## src/rtl/cacheline_adaptor_pkg.sv

```systemverilog
// Shared types and default sizing for the cache-line to memory-burst adaptor.
package cacheline_adaptor_pkg;

    // Adaptor controller states
    typedef enum logic [1:0] {
        StIdle,
        StRead,
        StWrite,
        StDone
    } state_e;

    localparam int unsigned DefLineW  = 256;
    localparam int unsigned DefBurstW = 64;
    localparam int unsigned DefAddrW  = 32;

    // Number of memory beats needed to move one line
    function automatic int unsigned beats_per_line(int unsigned line_w, int unsigned burst_w);
        return line_w / burst_w;
    endfunction

    localparam int unsigned DefBeats = beats_per_line(DefLineW, DefBurstW);

endpackage

```

## src/rtl/cacheline_adaptor.sv

```systemverilog
// Cache-line adaptor: turns whole-line read/write requests into BEATS-long memory
// bursts and assembles returned beats into a line.
// Optional build macro: CACHELINE_ADAPTOR_LINE_ALIGN_EN forces line-aligned address_o.
module cacheline_adaptor
    import cacheline_adaptor_pkg::*;
#(
    parameter int unsigned LINE_W  = DefLineW,
    parameter int unsigned BURST_W = DefBurstW,
    parameter int unsigned ADDR_W  = DefAddrW
) (
    input  logic               clk,
    input  logic               rst,
    // cache side
    input  logic               read_i,
    input  logic               write_i,
    input  logic [ADDR_W-1:0]  address_i,
    input  logic [LINE_W-1:0]  line_i,
    output logic [LINE_W-1:0]  line_o,
    output logic               resp_o,
    // memory side
    output logic [ADDR_W-1:0]  address_o,
    output logic               read_o,
    output logic               write_o,
    output logic [BURST_W-1:0] burst_o,
    input  logic [BURST_W-1:0] burst_i,
    input  logic               resp_i
);

    localparam int unsigned    Beats     = beats_per_line(LINE_W, BURST_W);
    localparam int unsigned    CntW      = (Beats > 1) ? $clog2(Beats) : 1;
    localparam logic [CntW-1:0] LastBeat = CntW'(Beats - 1);

    state_e                        state_q;
    logic [CntW-1:0]               count_q;
    logic [CntW-1:0]               count_d;
    logic                          last_beat;
    logic [Beats-1:0][BURST_W-1:0] fill_q;
    logic [Beats-1:0][BURST_W-1:0] fill_d;
    logic [Beats-1:0][BURST_W-1:0] wbuf_q;
    logic [ADDR_W-1:0]             addr_cap;

    // Beat counter advance, fill-slot merge and captured request address
    always_comb begin
        last_beat       = (count_q == LastBeat);
        count_d         = last_beat ? '0 : count_q + CntW'(1);
        fill_d          = fill_q;
        fill_d[count_q] = burst_i;
        addr_cap        = address_i;
`ifdef CACHELINE_ADAPTOR_LINE_ALIGN_EN
        addr_cap[$clog2(LINE_W/8)-1:0] = '0;
`endif
    end

    // Controller FSM with all outputs registered
    always_ff @(posedge clk) begin
        if (rst) begin
            state_q   <= StIdle;
            count_q   <= '0;
            fill_q    <= '0;
            wbuf_q    <= '0;
            line_o    <= '0;
            resp_o    <= 1'b0;
            address_o <= '0;
            read_o    <= 1'b0;
            write_o   <= 1'b0;
            burst_o   <= '0;
        end else begin
            unique case (state_q)
                StIdle: begin
                    // Read wins when both requests are raised together
                    if (read_i) begin
                        state_q   <= StRead;
                        address_o <= addr_cap;
                        read_o    <= 1'b1;
                        count_q   <= '0;
                    end else if (write_i) begin
                        state_q   <= StWrite;
                        address_o <= addr_cap;
                        write_o   <= 1'b1;
                        wbuf_q    <= line_i;
                        burst_o   <= line_i[BURST_W-1:0];
                        count_q   <= '0;
                    end
                end
                StRead: begin
                    if (resp_i) begin
                        fill_q  <= fill_d;
                        count_q <= count_d;
                        if (last_beat) begin
                            read_o  <= 1'b0;
                            resp_o  <= 1'b1;
                            line_o  <= fill_d;
                            state_q <= StDone;
                        end
                    end
                end
                StWrite: begin
                    if (resp_i) begin
                        count_q <= count_d;
                        burst_o <= wbuf_q[count_d];
                        if (last_beat) begin
                            write_o <= 1'b0;
                            resp_o  <= 1'b1;
                            state_q <= StDone;
                        end
                    end
                end
                StDone: begin
                    // Cache drops its request during this cycle
                    resp_o  <= 1'b0;
                    state_q <= StIdle;
                end
                default: state_q <= StIdle;
            endcase
        end
    end

endmodule

```

## config.mk

```make
export PLATFORM = sky130hd
export DESIGN_NAME = cacheline_adaptor
export DESIGN_NICKNAME = d
export VERILOG_FILES = /design/src/rtl/cacheline_adaptor_pkg.sv /design/src/rtl/cacheline_adaptor.sv
export SDC_FILE = /design/constraint.sdc
export NUM_CORES = 2
export LEC_CHECK = 0
export BUFFER_PORTS_ARGS = -buffer_cell sky130_fd_sc_hd__clkbuf_2
export CAP_MARGIN = 10
export CORE_AREA = 2 2 275 277
export DETAILED_ROUTE_END_ITERATION = 8
export DIE_AREA = 0 0 277 279
export PLACE_DENSITY = 0.75
export SYNTH_ARGS = -nofsm -noshare
export SYNTH_HDL_FRONTEND = slang
export SYNTH_SLANG_ARGS = --single-unit
```

## constraint.sdc

```tcl
create_clock -name clk -period 4.8 [get_ports clk]
set_clock_uncertainty 0.05 [all_clocks]
set_input_delay 0.48 -clock clk [delete_from_list [all_inputs] [get_ports clk]]
set_output_delay 0.48 -clock clk [all_outputs]
set_load 0.1 [all_outputs]
```

== Yosys cells after proc, flatten, opt, wreduce, memory -nomap -nowiden ==
Index checks and enable logic that the tools add are counted.

* Add/sub/neg operators: 1
* Magnitude comparators: 3
* Eq/ne operators: 14
* Muxes and demuxes: 31
* Bitwise operators: 1
* Reduce and logical (&&, ||, !) cells: 18

{| class="wikitable"
|+ Operators by type and width
! cell !! count
|-
| 64-bit two-way mux || 5
|-
| 256-bit bitwise mux || 1
|-
| 64-bit binary-select mux with 2-bit select || 1
|-
| 64-bit demux with 2-bit select || 1
|-
| 64-bit one-hot mux with 2 select lines || 1
|-
| 32-bit two-way mux || 2
|-
| 2-bit two-way mux || 8
|-
| 3-bit AND reduction || 5
|-
| 2-bit inequality test, second input constant || 7
|-
| 2-bit nonzero test || 5
|-
| 4-bit AND reduction || 2
|-
| 1-bit two-way mux || 7
|-
| 2-bit == test, second input constant || 3
|-
| 2-bit by 3-bit < comparator with 1-bit output, second input constant || 2
|-
| 1-bit one-hot mux with 2 select lines || 3
|-
| 2-bit one-hot mux with 3 select lines || 1
|-
| 5-bit AND reduction || 1
|-
| 2-bit by 1-bit inequality test with 1-bit output, second input constant || 2
|-
| 2-bit one-hot mux with 2 select lines || 1
|-
| 2-bit AND reduction || 2
|-
| 3-bit inequality test, second input constant || 1
|-
| 2-bit by 1-bit adder with 2-bit output, second input constant || 1
|-
| 2-bit by 1-bit == test with 1-bit output, second input constant || 1
|-
| 2-bit by 1-bit >= comparator with 1-bit output, second input constant || 1
|-
| 4 further kinds || 4
|}

* Register bits: 871
* Input port bits: 357
* Logic and storage cells: 84

== Logic depth before layout (Yosys ltp) ==
* Word-level depth: 6
* Depth in mapped cells: 9
* Depth with buffers taken out: 6

== Least setup slack after synthesis ==
Ideal clock, no wire load.

* Path kind: reg-to-reg
* Start point: register state_q[0]
* End point: register burst_o[43]
* Arrival time: 1.800 ns
* Data required time: 4.613 ns
* Setup slack: 2.812 ns
* Cell stages (with the launch flop): 9
* Clock period less this slack: 1.988 ns
* Cells stage by stage: dfxtp_1 -> inv_1 -> ha_1 -> buf_2 -> nor2b_1 -> a211oi_2 -> clkbuf_1 -> clkbuf_1 -> a211oi_1

* Cells in the longest elaborated chain, start to end: 3
* Elaborated cells between the ends (all ways): 8

{| class="wikitable"
|+ RTL lines
! item !! line !! RTL
|-
| from (decl) || cacheline_adaptor.sv:33 || <nowiki>state_e state_q;</nowiki>
|-
| from (signal assigned) || cacheline_adaptor.sv:57 || <nowiki>state_q <= StIdle;</nowiki>
|-
| from (signal assigned) || cacheline_adaptor.sv:72 || <nowiki>state_q <= StRead;</nowiki>
|-
| from (signal assigned) || cacheline_adaptor.sv:77 || <nowiki>state_q <= StWrite;</nowiki>
|-
| 2-bit == test or 2-bit zero test (tied branches) || cacheline_adaptor.sv:68 || <nowiki>unique case (state_q)</nowiki>
|-
| 2-bit inequality test (no source line) or 2-bit nonzero test (tied branches) || -- ||
|-
| 4-bit AND reduction (no source line) || -- ||
|-
| to (signal assigned) || cacheline_adaptor.sv:81 || <nowiki>burst_o <= line_i[BURST_W-1:0];</nowiki>
|-
| to (signal assigned) || cacheline_adaptor.sv:100 || <nowiki>burst_o <= wbuf_q[count_d];</nowiki>
|-
| to (decl) || cacheline_adaptor.sv:24 || <nowiki>output logic [BURST_W-1:0] burst_o,</nowiki>
|}

Several ways; a longest one is shown, not always the timed one.
A chain may end at the register's enable or synchronous reset.

== Worst setup path after layout ==
* Start point: register state_q[0]
* End point: register burst_o[61]

The elaborated chain is that of the path after synthesis.

==> metrics.csv <==
metric,value,unit
status,"finished, violations left",
violations,DRC,
worstSetupStartpointType,flip-flop,
grt_max_degree,222,
synth_cell_types,33,
dp_cells,5137,
cts.sinks,808,
core_area,0.07407,mm²
setup_ws,1875,ps
postCtsSetupBuffers,0,
antenna_found_initial,15,
irDropWorstVdd,0.5338,mV
max_stage_delay,900,ps
syn_inst,3732,
cts_resized,0,
synthArstFlopShare,0,%
critPathSlowestCell,a211oi_4,
dr.pass1.iters,9,
synth_top_cell_by_area,dfxtp_1,
drt_iter0_drc,2312,
initial_utilization,43.04,%
clock_path_buffers,3,
path_clk_slew,60,ps
end_kind,flip-flop,
power.internal,0.01317,W
period_needed,2925,ps
relSlewSlack,26.52,%
place_hpwl,61760,µm
root_buffer,clkbuf_16,
num_rows,100,
final_common_cell,nand2_1,
yosys-top-cells-area,"dfxtp_1 51%, nand2_1 13%, a21oi_1 8.6%",
timing.fmax,341.8,MHz
syn-cell-area,0.03188,mm²
grt_pass1_vias,27850,
clk_latency,640,ps
drive_above_1_share,22.47,%
leakage,15.75,nW
rsz0062_at_grt,no,
hold_path_class,in -> reg,
ff2ff_setup_slack,1870,ps
hold_buffers,164,
p_comb_share,34.2,%
worstPathArrival,3410,ps
fin_cells,5459,
setup_viol,0,
cts_tree,done,
cts_buffers,84,
post_synth.cell_area_avg,8.543,µm²
crit_fanout,80,
crit_chain,"inv_1, ha_1, nor2b_1, a211oi_4, buf_12, nor2_1, a211oi_1",
crit_buf_inv,2,
remaining_drc_errors,3,
ys_seq_elements,808,
power_density,542.7,mW/mm²
final_cell_mix,"1090 x nand2_1, 808 x dfxtp_1, 710 x clkbuf_2",
num_vias,29280,
via_per_inst,5.364,
dieArea,0.07728,mm²
gr-total-overflow,0,
tns,0,ps
yosys_warnings,0,
report.final.slew_viol_count,0,
seqPwrFrac,35.8,%
htree_levels,3,
finalHoldViolations,0,
track_usage,24.42,%
wl_per_cell,18.24,µm
ios,712,
cp_top_family,compound AO/OA/AOI/OAI gates,
grt_pass1_wl,153100,µm
die_w,277,µm
antenna_left,0,
switching_share,39.92,%
ys_seq_area_share,50.74,%
gp_congestion,0.8855,
synth_nets,4100,
power.share.clock,30.0,%
synth_top_area_share,50.74,%
post-place-ws,1903,ps
critPathKind,reg -> reg,
areaGrowthSynthToFinish,26.64,%
routed_wirelength,99570,µm
fin_nets,4786,
max-cap-violations,0,
worstPathRequired,5280,ps
min_period_over_period,60.95,%
fin_util,54.51,%
switchingPower,0.008747,W
io_buffers,711,
max_slew.worst_pin.slew,1099,ps
synth_ff_type,dfxtp_1,
synth_edf_count,0,
die_h,279,µm
## cells in the mapped netlist, types with 2 or more instances
| cell | count |
|---|---|
| nand2b_1 | 3 |
| clkbuf_1 | 199 |
| ha_1 | 11 |
| nor2_1 | 269 |
| nand2_1 | 1090 |
| buf_1 | 21 |
| a211oi_1 | 260 |
| a222oi_1 | 64 |
| mux2i_1 | 198 |
| a21oi_1 | 546 |
| mux2_4 | 31 |
| nand3_1 | 6 |
| mux2_2 | 73 |
| buf_4 | 2 |
| inv_1 | 7 |
| buf_2 | 94 |
| dfxtp_1 | 808 |
| buf_6 | 7 |
| mux2_1 | 25 |
| o21ai_0 | 2 |
| and3_1 | 4 |
## worst reg2reg max path: stages (launching register included)
cell and delay (ps):
dfxtp_1 390, inv_1 110, ha_1 350, nor2b_1 230
a211oi_4 900, buf_12 380, nor2_1 180, a211oi_1 260
## power groups by stage
stage	combinational (W)	clock, W	sequential [W]
after detailed placement	0.00732	0	0.00796
after floorplan	0.00325	0	0.0104
after global routing	0.00790	0.00697	0.00790
after CTS	0.00744	0.00669	0.00783
final	0.00749	0.00657	0.00784
after global placement	0.00724	0	0.00795
## cell type report
type	count	area, µm²
fillers	6466	33700
flip-flops and latches	808	16180
multi-input cells	2593	14390
repair buffers	923	5758
clock buffers	124	2414
well taps	969	1212
clock inverters	26	380.4
inverters	8	30.03
diodes	8	20.02
## cell families (layout without fill, tap and decap cells)
logic type,Yosys count,after routing,synth area share (%)
and+or+nand+nor,1378,1378,16.38
AOI/OAI and AO/OA,877,877,16.86
DFF,808,808,50.74
buffers and inverters,331,1081,4.454
muxes,327,327,11.14
adders and majority gates,11,11,0.4317
other,0,8,0
## state kept, by name, indices dropped and copies added, names as in the netlist
register and flops:
read_o 1, write_o 1, wbuf_q 256, line_o 256, resp_o 1, fill_q 193
burst_o 64, address_o 32, count_q 2, state_q 2
## worst paths after layout
path	depth (start not counted)	end	startpoint
setup / recovery	7	burst_o[61]	state_q[0]
hold / removal	3	wbuf_q[92]	line_i[92]
setup reg to reg	7	burst_o[61]	state_q[0]
hold reg to reg	2	wbuf_q[39]	wbuf_q[39]
## metal layers
layer | vias to the layer above | wire length, µm | GRT usage (%)
li1 | 14130 | - | -
met1 | 13670 | 40120 | 29.93
met2 | 1218 | 48020 | 41.30
met3 | 251 | 7654 | 5.246
met4 | 8 | 3723 | 10.74
met5 | - | 52 | 0
## metrics by stage
| stage | area, µm² | hold slack, ps | total power (W) |
|---|---|---|---|
| 5_1_grt | 40370 | 8.040 | 0.02278 |
| 3_3_place_gp | 35920 | 387.4 | 0.01519 |
| 2_1_floorplan | 31880 | 382.2 | 0.01364 |
| 6_report | 40380 | 34.97 | 0.02191 |
| 4_1_cts | 40360 | 0.01060 | 0.02196 |
| 3_5_place_dp | 35920 | 392.7 | 0.01528 |
(Power assumes the default switching activity.)
